<file path="config.mk">
export PLATFORM = sky130hd
export DESIGN_NAME = td4_prog_loader
export DESIGN_NICKNAME = d
export VERILOG_FILES = /design/src/rtl/td4_prog_loader.sv
export SDC_FILE = /design/constraint.sdc
export NUM_CORES = 1
export LEC_CHECK = 0
export CAP_MARGIN = 5
export CORE_AREA = 2 2 129 131
export CTS_CLUSTER_SIZE = 40
export DETAILED_ROUTE_END_ITERATION = 16
export DIE_AREA = 0 0 131 133
export PLACE_DENSITY = 0.65
export REMOVE_ABC_BUFFERS = 1
export SYNTH_ARGS = -nofsm -noshare
export SYNTH_HDL_FRONTEND = slang
export SYNTH_SLANG_ARGS = --single-unit
export TNS_END_PERCENT = 5
</file>
<file path="constraint.sdc">
create_clock -name clk -period 3.25 [get_ports clk]
set_input_delay 0.325 -clock clk [delete_from_list [all_inputs] [get_ports clk]]
set_output_delay 0.325 -clock clk [all_outputs]
set_load 0.01 [all_outputs]
</file>
<file path="src/rtl/td4_prog_loader.sv">
`default_nettype none
// ============================================================================
//  Module   : td4_prog_loader
//  Purpose  : Byte-stream program loader and 16-word instruction store for the
//             TD4 core; holds the core off (cpu_run) until a full image lands.
//  Revision : 1.0 - initial release
// ============================================================================
module td4_prog_loader #(
    parameter int DEPTH = 16,
    parameter int AW    = 4,
    parameter int DW    = 8
) (
    input  logic          clk,
    input  logic          rst,
    input  logic          load_start,
    input  logic          wr_valid,
    input  logic [DW-1:0] wr_data,
    output logic          wr_ready,
    input  logic [AW-1:0] pc,
    output logic [DW-1:0] instr,
    output logic          cpu_run,
    output logic          load_done,
    output logic [7:0]    checksum
);

    localparam logic [1:0]    c_st_empty  = 2'd0;
    localparam logic [1:0]    c_st_load   = 2'd1;
    localparam logic [1:0]    c_st_run    = 2'd2;
    localparam logic [AW-1:0] c_last_addr = AW'(DEPTH - 1);

    logic [1:0]    r_state;
    logic [1:0]    w_state_next;
    logic [AW-1:0] r_wr_ptr;
    logic [7:0]    r_checksum;
    logic          r_load_done;
    logic [DW-1:0] r_instr;
    logic [DW-1:0] r_mem [DEPTH];
    logic          w_xfer;
    logic          w_last;

    // load_start wins over a byte presented in the same cycle
    assign w_xfer = wr_valid && wr_ready && !load_start;
    assign w_last = w_xfer && (r_wr_ptr == c_last_addr);

    // ---------------- FSM: state register ----------------
    always_ff @(posedge clk) begin
        if (rst) begin
            r_state <= c_st_empty;
        end else begin
            r_state <= w_state_next;
        end
    end

    // ---------------- FSM: next-state logic ----------------
    always_comb begin
        w_state_next = r_state;
        case (r_state)
            c_st_empty: ;
            c_st_load:  if (w_last) w_state_next = c_st_run;
            c_st_run:   ;
            default:    w_state_next = c_st_empty;
        endcase
        if (load_start) begin
            w_state_next = c_st_load;
        end
    end

    // ---------------- FSM: output logic ----------------
    always_comb begin
        wr_ready = 1'b0;
        cpu_run  = 1'b0;
        case (r_state)
            c_st_load: wr_ready = 1'b1;
            c_st_run:  cpu_run  = 1'b1;
            default:   ;
        endcase
    end

    // ---------------- Write pointer, checksum, completion pulse ----------------
    always_ff @(posedge clk) begin
        if (rst) begin
            r_wr_ptr    <= '0;
            r_checksum  <= 8'h00;
            r_load_done <= 1'b0;
        end else begin
            r_load_done <= w_last;
            if (load_start) begin
                r_wr_ptr   <= '0;
                r_checksum <= 8'h00;
            end else if (w_xfer) begin
                r_wr_ptr   <= r_wr_ptr + 1'b1;
                r_checksum <= r_checksum + 8'(wr_data);
            end
        end
    end

    // ---------------- Program store ----------------
    // Restarting a load keeps old words; only reset clears the image.
    always_ff @(posedge clk) begin
        if (rst) begin
            for (int i = 0; i < DEPTH; i++) begin
                r_mem[i] <= '0;
            end
        end else if (w_xfer) begin
            r_mem[r_wr_ptr] <= wr_data;
        end
    end

    // ---------------- Instruction fetch ----------------
    // Outside RUN the core sees 0x00 (ADD A,0), which is a harmless no-op.
    always_ff @(posedge clk) begin
        if (rst) begin
            r_instr <= '0;
        end else begin
            r_instr <= (r_state == c_st_run) ? r_mem[pc] : '0;
        end
    end

    assign instr     = r_instr;
    assign load_done = r_load_done;
    assign checksum  = r_checksum;

endmodule
`default_nettype wire

</file>
==> results.txt <==
Detailed routing placed a total of 8680 um of wire on met2. The total global-route track usage came out at 0.209. STA classifies the critical path startpoint as an input pin. The synthesized design contains 151 register bits.

In this run, distinct cell masters in the synthesized netlist total 53. The total overflow left after global routing is 0. The tools report the number of buffers inserted by hold repair at cts as 0. Setup repair after global routing left no endpoint under its margin. The worst setup path is of the input pin to register kind.

Among all cell types in the netlist, the one instantiated most often is sky130_fd_sc_hd__edfxtp_1. The netlist area before placement was 7110 um2; the buffer and inverter count on the worst path was 1. For the number of antenna violations at the first check in global routing, the log shows 0. For the final routed database, the setup TNS stands at 0 ps. The tightest hold margin was 494 ps; the mean instance size in the synthesized netlist was 14.1 um2.

In this run the remaining antenna-violating nets after routing total 0. The die covers 17400 um2. The number of levels in the clock H-tree is 4, and the async set-or-reset flop fraction in the synthesized netlist is 0.

The run gives 35 as the I/O pin count. Detailed routing placed a total of 988 um of wire on met3. The floorplan step set the die width to 131 um. Clock latency of the later-clocked register in the worst-skew pair: 430 ps. For the worst setup path, the data arrival time is 2440 ps. For the number of setup buffers added after CTS, the log shows 0. The worst setup path is captured at a register. The congestion estimate from routability-driven global placement came to 0.792.

After clock tree synthesis, the clock-pin slew on the worst setup and hold paths is 60 ps. The detailed router used layers up to and including met4. After synthesis, the cell types taking the most area are sky130_fd_sc_hd__edfxtp_1 54%, sky130_fd_sc_hd__mux4_2 10%, sky130_fd_sc_hd__and2_1 9.9%. Clock tree synthesis selected as its root buffer the cell sky130_fd_sc_hd__clkbuf_16. The repair_antennas step left the layout with diodes totalling 0.

The run gives 0.00447 W as the sum of internal, switching and leakage power. The register area share after synthesis is 0.606, and the sum of routed wire length over all layers is 16700 um. Measured along the y axis, the die boundary spans 133 um.

The row count was 47. At the pin with the least slew margin, the transition time is 946 ps. The part of the cycle the worst path needs came out at 0.715. The first routing iteration left 451 violations. During placement, the flow inserted port buffers numbering 34.

sky130_fd_sc_hd__edfxtp_1 takes more of the synthesized area than any other cell. Once the clock tree was built, the resizer swapped 0 gates to a different size. The total of warnings raised by yosys is 0, and the number of enable flip-flop cells after synthesis is 128. Across the run, the number of max-cap violations was 0. Entering global routing, the biggest net connects 33 pins.

The placeable core area was 16200 um2; the power density over cell area was 540 nW/um2. Summed over all nets, the half-perimeter wirelength after detailed placement is 11800 um. For this design, the slowest cell found on the critical path is sky130_fd_sc_hd__and3b_1. The worst stage delay on the critical path is 610 ps, and the mean routed wirelength per cell is 21.6 um. The layout cell share with drive strength beyond 1 was 0.180.

Clock skew on the completed layout was measured at 5.52 ps. After detailed routing, the wire length on met1 is 6720 um. The starting density of the core was 0.440; the first-pass iteration count of the detailed router was 5. At the worst endpoint, the required time is 3370 ps.

The number of hold-slack violations in the final timing report was 0. The logs give 25700 um for the first-pass GRT wire length and 430 MHz for the top achievable clock speed. The min-delay analysis places its worst path in the category register to register. TritonCTS built the clock tree. For the setup-violating endpoint count in the final report, the log shows 0. Walking the worst path, the cells encountered are clkdlybuf4s50_1 -> and3b_1 -> nand3_2 -> nor2_1 -> or2_2. Across all layers, the routed design uses 4241 vias. For the worst slew margin relative to its limit, the log shows 0.368. The top fanout value on the critical path is 15. The commonest cells after synthesis are 128 x sky130_fd_sc_hd__edfxtp_1, 113 x sky130_fd_sc_hd__and2_1, 32 x sky130_fd_sc_hd__mux4_2.

Worst ir drop on vdd: 0.425 mV. The cell family contributing the most delay on the critical path is simple AND/OR/NAND/NOR gates. The logs give 4296 for the number of global-route vias before repair and 3.01 nW for the leakage power total.

The remaining routing DRC violations is 0, and the top-area cell type share of the netlist area is 0.541. The tools report the number of buffers created by CTS as 17. The via count normalized by instance count came out at 5.47.

The clock passes through at most 2 buffers. In the final design database the tool counted 570 nets. The post-route minimum period works out to 2320 ps. The flow ran to the end, and the final reports show no timing, DRC or antenna violations. The leading register cell type out of synthesis was sky130_fd_sc_hd__edfxtp_1. The number of pins exceeding their max-slew limit in the final report came out at 0. Post-synthesis instance total: 505.

The number of sinks on the clock net is 151, and the layout overhead on the synthesized area is 16.4%.
==> worst min-delay path, stage by stage, from the launching register on <==
cell	delay (ps)
sky130_fd_sc_hd__dfxtp_1	330
sky130_fd_sc_hd__nand2_1	60
sky130_fd_sc_hd__a21oi_1	50
==> layer usage <==
metal / vias to the layer above / track usage
met5: - / 0
met4: 0 / 0.0709
met3: 23 / 0.0412
met2: 158 / 0.354
met1: 2108 / 0.267
li1: 1952 / -
==> sequential cells by signal (all words and copies together), names as in the netlist <==
signal,count
checksum,8
instr,8
load_done,1
r_mem,128
r_state,2
r_wr_ptr,4
==> path summary, 6_finish.rpt <==
path / to / slack, ps / depth (start not counted) / startpoint
setup / recovery: r_mem[12][7] / 930 / 5 / wr_valid
hold / removal: checksum[0] / 490 / 2 / checksum[0]
setup reg to reg: r_mem[12][7] / 960 / 4 / r_state[1]
hold reg to reg: checksum[0] / 490 / 2 / checksum[0]
==> cells by family after synthesis <==
group	count (synthesis)	synth area share
DFF	151	0.606
and+or+nand+nor	216	0.184
xor gates and xnor gates	3	0.00370
adders and majority gates	12	0.0222
muxes	48	0.124
buffers and inverters	39	0.0268
AOI/OAI and AO/OA	36	0.0341
==> metrics by stage <==
stage / area (um2) / utilization / instances / setup WS (ps)
floorplan: 6950 / - / 475 / 1350
global placement: 7680 / 0.475 / 743 / 603
detailed placement: 7680 / 0.475 / 743 / 503
CTS: 8270 / 0.512 / 775 / 964
global route: 8270 / 0.512 / 775 / 728
finish: 8270 / 0.512 / 775 / 927
==> cell usage in the layout (no fill, tap or decap), drive strengths merged, types with 15 or more instances in the layout <==
cell	Yosys	layout
edfxtp	128	128
and2	114	114
clkdlybuf4s50	0	33
mux4	32	32
dfxtp	23	23
nor2	22	22
nor3	20	20
clkbuf	17	19
or2	17	17
mux2i	16	16
buf	13	15
==> power by group <==
part	total [W]	switching (W)	leakage (nW)	internal, W
clock network	0.00199	0.000731	0.286	0.00126
logic	0.000286	0.000163	1.23	0.000123
registers	0.00219	0.0000282	1.49	0.00216
total	0.00447	0.000922	3.01	0.00354
==> area by class of cell <==
class,count,area (um2)
inverters,9,33.8
multi-input cells,315,2610
flip-flops and latches,151,4300
fillers,1335,7900
well taps,220,275
repair buffers,48,453
clock buffers,19,433
clock inverters,13,160
Power figures use the tool's default switching activity.
==> patch, RTL diff (same settings) <==
Change the parameter `DW` from 8 to 10.
--- a/src/rtl/td4_prog_loader.sv
+++ b/src/rtl/td4_prog_loader.sv
@@ -10,3 +10,3 @@
     parameter int AW    = 4,
-    parameter int DW    = 8
+    parameter int DW    = 10
 ) (
Interface: changed (resized instr and wr_data); port bits go from 35 to 39. No check against the original RTL was run, so the function may have changed too.
==> patch against the unedited design <==
  * Cell count up 9.4%
  * Sequential cell count up 34
  * Synthesized cell count up 12%
  * Global-route usage up 3.4 points
  * Final area up 18%
  * Routed wire length up 18%
  * Die area unchanged
  * Clock skew up 0.0039 ns
  * Area after synthesis up 19%
  * Total power up 13%
  * Worst setup slack worse by 0.036 ns
==> patch: results (changes against the unedited design) <==
leakage component of the power=3.524 nW (was 3.009 nW); transition at the pin with the smallest max-transition slack=0.9012 ns (was 0.9456 ns); dpl hpwl=13110 um (was 11770 um); Post-Synth Adder-Cell Area=1.860% (was 2.218%); maximum fanout encountered on the critical timing path=17 (was 15); cell class contributing the biggest share of worst-path delay=buffers and inverters (was simple AND/OR/NAND/NOR gates); Synth cell types=40 (was 53); wire length of the first global-routing pass=29640 um (was 25680 um); Largest register FFs=160 (was 128); EDFF count, synth=160 (was 128); main area contributors after synthesis=sky130_fd_sc_hd__edfxtp_1 (57%), sky130_fd_sc_hd__and2_1 (11%), sky130_fd_sc_hd__mux4_2 (10%) (was sky130_fd_sc_hd__edfxtp_1 (54%), sky130_fd_sc_hd__mux4_2 (10%), sky130_fd_sc_hd__and2_1 (9.9%)); number of DRC markers in iteration 0=417 (was 451); RePlAce Congestion=0.7887 (was 0.7923); share of the synthesized area in compound gates (AO/OA/AOI/OAI)=1.948% (was 3.415%); status=completed (unchanged); data arrival time at the worst-slack endpoint=2.67 ns (was 2.44 ns); sequential area share after synthesis=62.58% (was 60.55%); share of cell area taken by muxes after synthesis=13.82% (was 12.39%); Post-synth top cells=sky130_fd_sc_hd__edfxtp_1 (160), sky130_fd_sc_hd__and2_1 (146), sky130_fd_sc_hd__mux4_2 (38) (was sky130_fd_sc_hd__edfxtp_1 (128), sky130_fd_sc_hd__and2_1 (113), sky130_fd_sc_hd__mux4_2 (32)); vias per std cell=5.787 (was 5.472); fraction of final layout cells with drive strength greater than 1=17.68% (was 18.02%); number of global-route vias before repair=4840 (was 4296); GRT Resource Usage Total=24.26% (was 20.87%); wire length per cell=23.28 um (was 21.57 um); delay contributed by the slowest stage of the critical path=0.82 ns (was 0.61 ns); final worst clock skew=0.009406 ns (was 0.005516 ns); fin nets=645 (was 570)
-- patch: final timing paths --
path | startpoint | slack (ns) | endpoint
setup reg to reg | r_wr_ptr[2] | 1.17 | r_mem[11][2]
setup / recovery | wr_data[6] | 0.89 | checksum[7]
hold reg to reg | checksum[3] | 0.50 | checksum[3]
hold / removal | checksum[3] | 0.50 | checksum[3]
-- patch: cell families after synthesis --
family          Yosys count
fa+ha+maj                12
flops                   185
buf+inv                  37
xor+xnor                  4
simple gates            250
compound gates           26
mux                      50
-- patch: power breakdown --
| part | leakage [nW] | switching (mW) | internal (mW) |
|---|---|---|---|
| Combinational | 1.40 | 0.187 | 0.148 |
| Clock | 0.276 | 0.899 | 1.14 |
| Sequential | 1.84 | 0.0275 | 2.65 |
| Total | 3.52 | 1.11 | 3.93 |
-- patch: final cells by class --
type,count,area [um2]
clock buffer,18,429.2
clock inverter,14,146.4
fill,1236,6406
inverter,7,26.28
multi-input combinational,342,2995
sequential,185,5305
tap,220,275.3
timing repair buffer,62,588.1
-- patch: layer usage --
layer  routed length [um]  vias to the layer above  share of wire [%]  GRT usage [%]
li1                     -                     2194                  -              -
met1                 8577                     2498                 43          34.74
met2                 9518                      193                 48          37.48
met3                 1208                       22                6.1          5.014
met4                  436                        0                2.2          7.979
met5                    0                        -                  0              0
-- patch: stage by stage --
stage	instances	power, mW	instance area (um2)	setup slack [ns]
6_report	848	5.045	9766	0.8905
2_1_floorplan	534	2.880	8327	1.084
3_5_place_dp	816	3.062	9190	0.3946
5_1_grt	848	5.195	9766	0.7195
4_1_cts	848	5.069	9766	0.8510
3_3_place_gp	816	3.058	9190	0.4528
-- patch: worst min-delay path: cells and delay by family (launching register included) --
kind	cells	cell delay, ns
AO/OA/AOI/OAI	1	0.06
flip-flops	1	0.33
AND/OR/NAND/NOR	1	0.06
